$ cat config.mk
export PLATFORM = sky130hd
export DESIGN_NAME = serial_sub_flat
export DESIGN_NICKNAME = d
export VERILOG_FILES = /design/src/rtl/serial_sub_if.sv /design/src/rtl/serial_sub.sv /design/src/flat_wrapper.sv
export SDC_FILE = /design/constraint.sdc
export NUM_CORES = 1
export LEC_CHECK = 0
export BUFFER_PORTS_ARGS = -buffer_cell sky130_fd_sc_hd__buf_2
export CORE_ASPECT_RATIO = 1.2
export CORE_MARGIN = 2
export CORE_UTILIZATION = 58
export CTS_CLUSTER_SIZE = 10
export DETAILED_ROUTE_END_ITERATION = 6
export PLACE_DENSITY = 0.83
export SLEW_MARGIN = 40
export SYNTH_ARGS = -nofsm -noshare
export SYNTH_HDL_FRONTEND = slang
export SYNTH_SLANG_ARGS = --single-unit
export TNS_END_PERCENT = 10
$ cat constraint.sdc
create_clock -name clk -period 2.6 [get_ports clk]
set_clock_uncertainty 0.15 [all_clocks]
set_input_delay 0.65 -clock clk [delete_from_list [all_inputs] [get_ports clk]]
set_output_delay 0.65 -clock clk [all_outputs]
set_load 0.05 [all_outputs]
$ cat src/rtl/serial_sub_if.sv
// Handshake/data bundle for serial_sub.
// ovf exists only when SERIAL_SUB_OVF_EN is defined.
interface serial_sub_if #(
  parameter int N = 32
);
  logic         start;
  logic [N-1:0] a;
  logic [N-1:0] b;
  logic         b_in;
  logic         busy;
  logic         done;
  logic [N-1:0] diff;
  logic         b_out;
`ifdef SERIAL_SUB_OVF_EN
  logic         ovf;

  modport master (
    output start, a, b, b_in,
    input  busy, done, diff, b_out, ovf
  );
  modport slave (
    input  start, a, b, b_in,
    output busy, done, diff, b_out, ovf
  );
`else
  modport master (
    output start, a, b, b_in,
    input  busy, done, diff, b_out
  );
  modport slave (
    input  start, a, b, b_in,
    output busy, done, diff, b_out
  );
`endif
endinterface

$ cat src/rtl/serial_sub.sv
// Bit-serial subtractor, one bit per cycle, LSB first.
// Optional signed-overflow flag under SERIAL_SUB_OVF_EN.
module serial_sub #(
  parameter int N = 32
) (
  input logic       clk,
  input logic       rst_n,
  serial_sub_if.slave bus
);

  localparam int CW = $clog2(N + 1);

  typedef enum logic [1:0] {
    S_IDLE,
    S_RUN,
    S_DONE
  } state_e;

  state_e state_q, state_d;

  logic [N-1:0]  a_q, a_d;
  logic [N-1:0]  b_q, b_d;
  logic [N-1:0]  diff_q, diff_d;
  logic [CW-1:0] cnt_q, cnt_d;
  logic          br_q, br_d;
  logic          b_out_q, b_out_d;
`ifdef SERIAL_SUB_OVF_EN
  logic          a_msb_q, a_msb_d;
  logic          b_msb_q, b_msb_d;
  logic          ovf_q, ovf_d;
`endif

  logic busy, done;
  logic run_st, accept, last_bit;
  logic a_i, b_i, d_bit, br_nx;

  assign run_st   = (state_q == S_RUN);
  assign accept   = bus.start && !run_st;
  assign last_bit = run_st && (cnt_q == CW'(N - 1));

  assign a_i   = a_q[0];
  assign b_i   = b_q[0];
  assign d_bit = a_i ^ b_i ^ br_q;
  assign br_nx = (~a_i & b_i) | (~(a_i ^ b_i) & br_q);

  // state register
  always_ff @(posedge clk or negedge rst_n) begin
    if (!rst_n) state_q <= S_IDLE;
    else        state_q <= state_d;
  end

  // next-state logic
  always_comb begin
    state_d = state_q;
    unique case (state_q)
      S_IDLE:  if (bus.start) state_d = S_RUN;
      S_RUN:   if (last_bit)  state_d = S_DONE;
      S_DONE:  state_d = bus.start ? S_RUN : S_IDLE;
      default: state_d = S_IDLE;
    endcase
  end

  // outputs decoded from state
  always_comb begin
    busy = 1'b0;
    done = 1'b0;
    unique case (state_q)
      S_RUN:   busy = 1'b1;
      S_DONE:  done = 1'b1;
      default: ;
    endcase
  end

  // datapath next values
  always_comb begin
    a_d     = a_q;
    b_d     = b_q;
    diff_d  = diff_q;
    cnt_d   = cnt_q;
    br_d    = br_q;
    b_out_d = b_out_q;
`ifdef SERIAL_SUB_OVF_EN
    a_msb_d = a_msb_q;
    b_msb_d = b_msb_q;
    ovf_d   = ovf_q;
`endif
    unique case (1'b1)
      accept: begin
        a_d   = bus.a;
        b_d   = bus.b;
        br_d  = bus.b_in;
        cnt_d = '0;
`ifdef SERIAL_SUB_OVF_EN
        a_msb_d = bus.a[N-1];
        b_msb_d = bus.b[N-1];
`endif
      end
      run_st: begin
        a_d    = a_q >> 1;
        b_d    = b_q >> 1;
        br_d   = br_nx;
        diff_d = {d_bit, diff_q[N-1:1]};
        cnt_d  = cnt_q + CW'(1);
        // final bit: d_bit lands in diff[N-1]
        if (last_bit) begin
          b_out_d = br_nx;
`ifdef SERIAL_SUB_OVF_EN
          ovf_d = (a_msb_q != b_msb_q) &&
                  (d_bit != a_msb_q);
`endif
        end
      end
      default: ;
    endcase
  end

  always_ff @(posedge clk or negedge rst_n) begin
    if (!rst_n) begin
      a_q     <= '0;
      b_q     <= '0;
      diff_q  <= '0;
      cnt_q   <= '0;
      br_q    <= 1'b0;
      b_out_q <= 1'b0;
`ifdef SERIAL_SUB_OVF_EN
      a_msb_q <= 1'b0;
      b_msb_q <= 1'b0;
      ovf_q   <= 1'b0;
`endif
    end else begin
      a_q     <= a_d;
      b_q     <= b_d;
      diff_q  <= diff_d;
      cnt_q   <= cnt_d;
      br_q    <= br_d;
      b_out_q <= b_out_d;
`ifdef SERIAL_SUB_OVF_EN
      a_msb_q <= a_msb_d;
      b_msb_q <= b_msb_d;
      ovf_q   <= ovf_d;
`endif
    end
  end

  assign bus.busy  = busy;
  assign bus.done  = done;
  assign bus.diff  = diff_q;
  assign bus.b_out = b_out_q;
`ifdef SERIAL_SUB_OVF_EN
  assign bus.ovf   = ovf_q;
`endif

endmodule
$ cat src/flat_wrapper.sv
// flat-port wrapper written by rule: the top's interface ports become plain ports
module serial_sub_flat 
#(
  parameter int N = 32
)
  (clk, rst_n, bus_start, bus_a, bus_b, bus_b_in, bus_busy, bus_done, bus_diff, bus_b_out);
  serial_sub_if #(.N(N)) bus_i ();
  input logic clk;
  input logic rst_n;
  input wire logic [$bits(bus_i.start)-1:0] bus_start;
  input wire logic [$bits(bus_i.a)-1:0] bus_a;
  input wire logic [$bits(bus_i.b)-1:0] bus_b;
  input wire logic [$bits(bus_i.b_in)-1:0] bus_b_in;
  output wire logic [$bits(bus_i.busy)-1:0] bus_busy;
  output wire logic [$bits(bus_i.done)-1:0] bus_done;
  output wire logic [$bits(bus_i.diff)-1:0] bus_diff;
  output wire logic [$bits(bus_i.b_out)-1:0] bus_b_out;
  assign bus_i.start = bus_start;
  assign bus_i.a = bus_a;
  assign bus_i.b = bus_b;
  assign bus_i.b_in = bus_b_in;
  assign bus_busy = bus_i.busy;
  assign bus_done = bus_i.done;
  assign bus_diff = bus_i.diff;
  assign bus_b_out = bus_i.b_out;
  serial_sub #(.N(N)) u_core (.clk(clk), .rst_n(rst_n), .bus(bus_i));
endmodule
== After elaboration in Yosys (flattened, before gate mapping) ==
Cells that the tools add are included.
Word-level totals
  bits in registers: 106
  logic and storage cells: 37
Operators by class
  $add $sub $neg: 1
  equal/unequal tests: 5
  multiplexer cells: 10
  bitwise gates (word level): 7
  reduce and logical (&&, ||, !) cells: 7
Operator list (number)
  $pmux 32 s2: 2
  $pmux 6 s2: 1
  $add 6x1->6 const B: 1
  $eq 6x5->1 const B: 1
  $pmux 2 s3: 1
  $mux 2: 2
  $ne 2x2->1 const B: 2
  $reduce_and 2->1: 2
  $mux 1: 3
  $and 1x1->1: 2
  $eq 2x1->1 const B: 1
  $eq 2x2->1 const B: 1
  $logic_and 1x1->1: 2
  $logic_not 2->1: 1
  $not 1->1: 2
  $pmux 1 s2: 1
  $reduce_bool 2->1: 1
  $xor 1x1->1: 2
  $logic_not 1->1: 1
  $or 1x1->1: 1

== Logic depth before layout (Yosys ltp) ==
  depth after elaboration: 5
  depth in mapped cells: 8

== Least setup slack after synthesis ==
OpenSTA, ideal clock, no wires.
  kind: reg-to-output
  start point: reg u_core.state_q[1]
  end point: out bus_busy
  data arrival time: 1.129 ns
  required time: 1.800 ns
  slack: 0.671 ns
  stages on the path, launching flop included: 7
  path buffers: 4
  cell sequence: dfrtp_1 -> nand2b_1 -> buf_6 -> inv_4 -> buf_6 -> buf_8 -> buf_4
On the way
  longest elaborated chain between the ends: 2
RTL lines
  start, declared: line serial_sub.sv:19  | state_e state_q, state_d;
  start signal, assigned: line serial_sub.sv:49  | else state_q <= state_d;
  $eq 2x1->1: line serial_sub.sv:67  | unique case (state_q)
  $mux 1: line serial_sub.sv:67
  end, declared: line flat_wrapper.sv:14  | output wire logic [$bits(bus_i.busy)-1:0] bus_busy;
No other way between the ends.

== Worst setup path after layout ==
Ends and elaborated chain as after synthesis.

==> flow_metrics.env <==
export IMPL_first_pass_iters=6
export IMPL_num_vias=3351
export IMPL_ir_worst_vdd_mv=0.605
export IMPL_clock_sinks=106
export IMPL_nNetsFinal=621
export IMPL_ctsHoldBuffers=0
export IMPL_area_growth_pct=16.2
export IMPL_rows=35
export IMPL_synth_fp_nets=532
export IMPL_power_leakage_nw=2.92
export IMPL_reg2reg_depth=5
export IMPL_clockRootBuffer="clkbuf_8"
export IMPL_maxCapViolations=0
export IMPL_crit_arrival_ps=1270
export IMPL_ant_nets=0
export IMPL_cts_resized=0
export IMPL_ys_seq_area_share_pct=57.0
export IMPL_ys_warn_count=0
export IMPL_track_usage_pct=21.1
export IMPL_cp_required_ps=1800
export IMPL_grt_antenna_before_repair=0
export IMPL_via_per_inst=5.19
export IMPL_synth_edf_count=0
export IMPL_status="finished, violations left"
export IMPL_initial_core_util_pct=60.0
export IMPL_drive_above_1_share_pct=22.7
export IMPL_drt_iter0_markers=259
export IMPL_yosys_area_top_type="dfrtp_1"
export IMPL_tightestPinTransition_ps=584
export IMPL_p_per_area_nw_per_um2=1180
export IMPL_die_area_sq_um=8760
export IMPL_fin_crit_sh_pct=79.5
export IMPL_hold_violations=0
export IMPL_gp_congestion=0.738
export IMPL_ys_async_sr_fraction_pct=100
export IMPL_drc=6
export IMPL_clock_path_buffers=2
export IMPL_cpPeakStageDelay_ps=380
export IMPL_fp_coreArea_sq_um=7750
export IMPL_min_path_type="in -> async"
export IMPL_diodes=0
export IMPL_cts_made_buffers=9
export IMPL_synth_area_sq_um=4650
export IMPL_clk_pin_slew_ps=100
export IMPL_cp_start_kind="flip-flop"
export IMPL_cpMaxStageDelayCell="dfrtp_1"
export IMPL_failed_checks="design-rule violations"
export IMPL_grt_pass1_wl_um=14600
export IMPL_clk_latency_ps=350
export IMPL_setup_viol=0
export IMPL_rr_endpoint="u_core.cnt_q[4]"
export IMPL_syn_inst=462
export IMPL_critical_path_class="reg -> out"
export IMPL_routed_wl_um=8680
export IMPL_critPathCaptureType="output pin"
export IMPL_drv_slew=0
export IMPL_timing_rr_start="u_core.state_q[1]"
export IMPL_fmax_mhz=484
export IMPL_synthTopCellsByArea="dfrtp_1, mux2i_1, nand2_1"
export IMPL_synthFlopType="dfrtp_1"
export IMPL_ys_ff_latch=106
export IMPL_grt_max_degree=167
export IMPL_io_pin_count=103
export IMPL_synth_top_area_share_pct=57.0
export IMPL_cts_htree_levels=3
export IMPL_crit_chain="nand2b_1 > inv_4 > buf_2"
export IMPL_avgSynthCellArea_sq_um=10.1
export IMPL_yosysUniqueCellTypes=30
export IMPL_grt_pass1_vias=3180
export IMPL_portBuffers=102
export IMPL_finalCriticalPeriod_ps=2070
export IMPL_cts_setup_buffers=0
export IMPL_tns_ps=0
export IMPL_grt_overflow=0
export IMPL_power_mw=6.40
export IMPL_dpl_hpwl_um=5890
export IMPL_die_h_um=102
export IMPL_rsz0062_at_grt="false"
export IMPL_cts_tree="built"
export IMPL_wl_per_cell_um=13.4
export IMPL_critPathMaxFanout=2
export IMPL_die_x_um=85.8
export IMPL_rrSetupSlack_ps=840
export IMPL_max_slew_margin_rel_pct=61.0
## cell families after synthesis
group           share of synthesized area (%)
simple gates                             15.0
flops                                    57.0
compound gates                           8.09
mux                                      14.7
buf+inv                                  4.54
fa+ha+maj                               0.699
## layout make-up
cell class              instances  area [sq um]
flip-flops and latches        106          2650
fillers                       613          2340
multi-input cells             319          1790
repair buffers                109           618
clock buffers                   9           124
well taps                      92           115
clock inverters                 5          81.3
inverters                       6          25.0
## stage by stage
step / setup WS, ps / util [%] / hold slack (ps) / area [sq um] / cells
global placement: 776 / 67.1 / 303 / 5200 / 632
detailed placement: 712 / 67.1 / 318 / 5200 / 632
CTS: 503 / 69.7 / 34.5 / 5410 / 646
finish: 533 / 69.7 / 39.5 / 5410 / 646
floorplan: 671 / - / 204 / 4650 / 462
global route: 450 / 69.7 / 40.6 / 5410 / 646
## worst max-delay path, delay by kind of cell (launching register included)
kind	cells	cell delay (ps)
buffers and inverters	2	340
DFF	1	380
and+or+nand+nor	1	190
## registers in the layout, indices dropped and copies added (netlist names)
signal and cells:
u_core.bus.diff 32, u_core.bus.b_out 1, u_core.a_q 32, u_core.br_q 1, u_core.cnt_q 6, u_core.b_q 32
u_core.state_q 2
## layer usage
layer  track usage [%]  routed length [um]  vias to the layer above
met2              33.1                4230                       76
met1              29.3                3890                     1569
met3              4.85                 510                        4
li1                  -                   -                     1702
met4              7.33                  40                        0
met5                 0                   0                        -
## worst max path at each step
stage,from,endpoint,slack [ps],cells after the start
global route,u_core.state_q[1],bus_busy,450,3
detailed placement,bus_start,u_core.b_q[8],710,4
CTS,u_core.state_q[1],bus_busy,500,3
global placement,bus_start,u_core.b_q[22],780,4
finish,u_core.state_q[1],bus_busy,530,3
floorplan,u_core.state_q[1],bus_busy,670,6
## placed cells by master (no fill, tap or decap), types with 2 or more instances in the layout
master     Yosys  layout
nand2_1      164     164
dfrtp_1      106     106
buf_2         15     100
mux2i_1       67      67
o21ai_0       65      65
clkbuf_8       0       9
inv_1          5       5
buf_4          4       5
buf_12         0       4
nand3_1        3       3
nor2_1         3       3
o22ai_1        2       2
bufinv_16      0       2
## where the power goes
part	internal, mW	leakage [nW]	switching [mW]
logic	0.743	1.46	1.82
registers	2.35	1.36	0.423
clock network	0.532	0.101	0.527
## synthesized netlist by cell type (all sizes together), types with 2 or more instances
cell,n
nand2,164
o22ai,2
clkbuf,8
nor2,3
o21ai,65
inv,6
mux2i,67
buf,23
nor4,2
nand3,3
dfrtp,106
(Power assumes the default switching activity.)
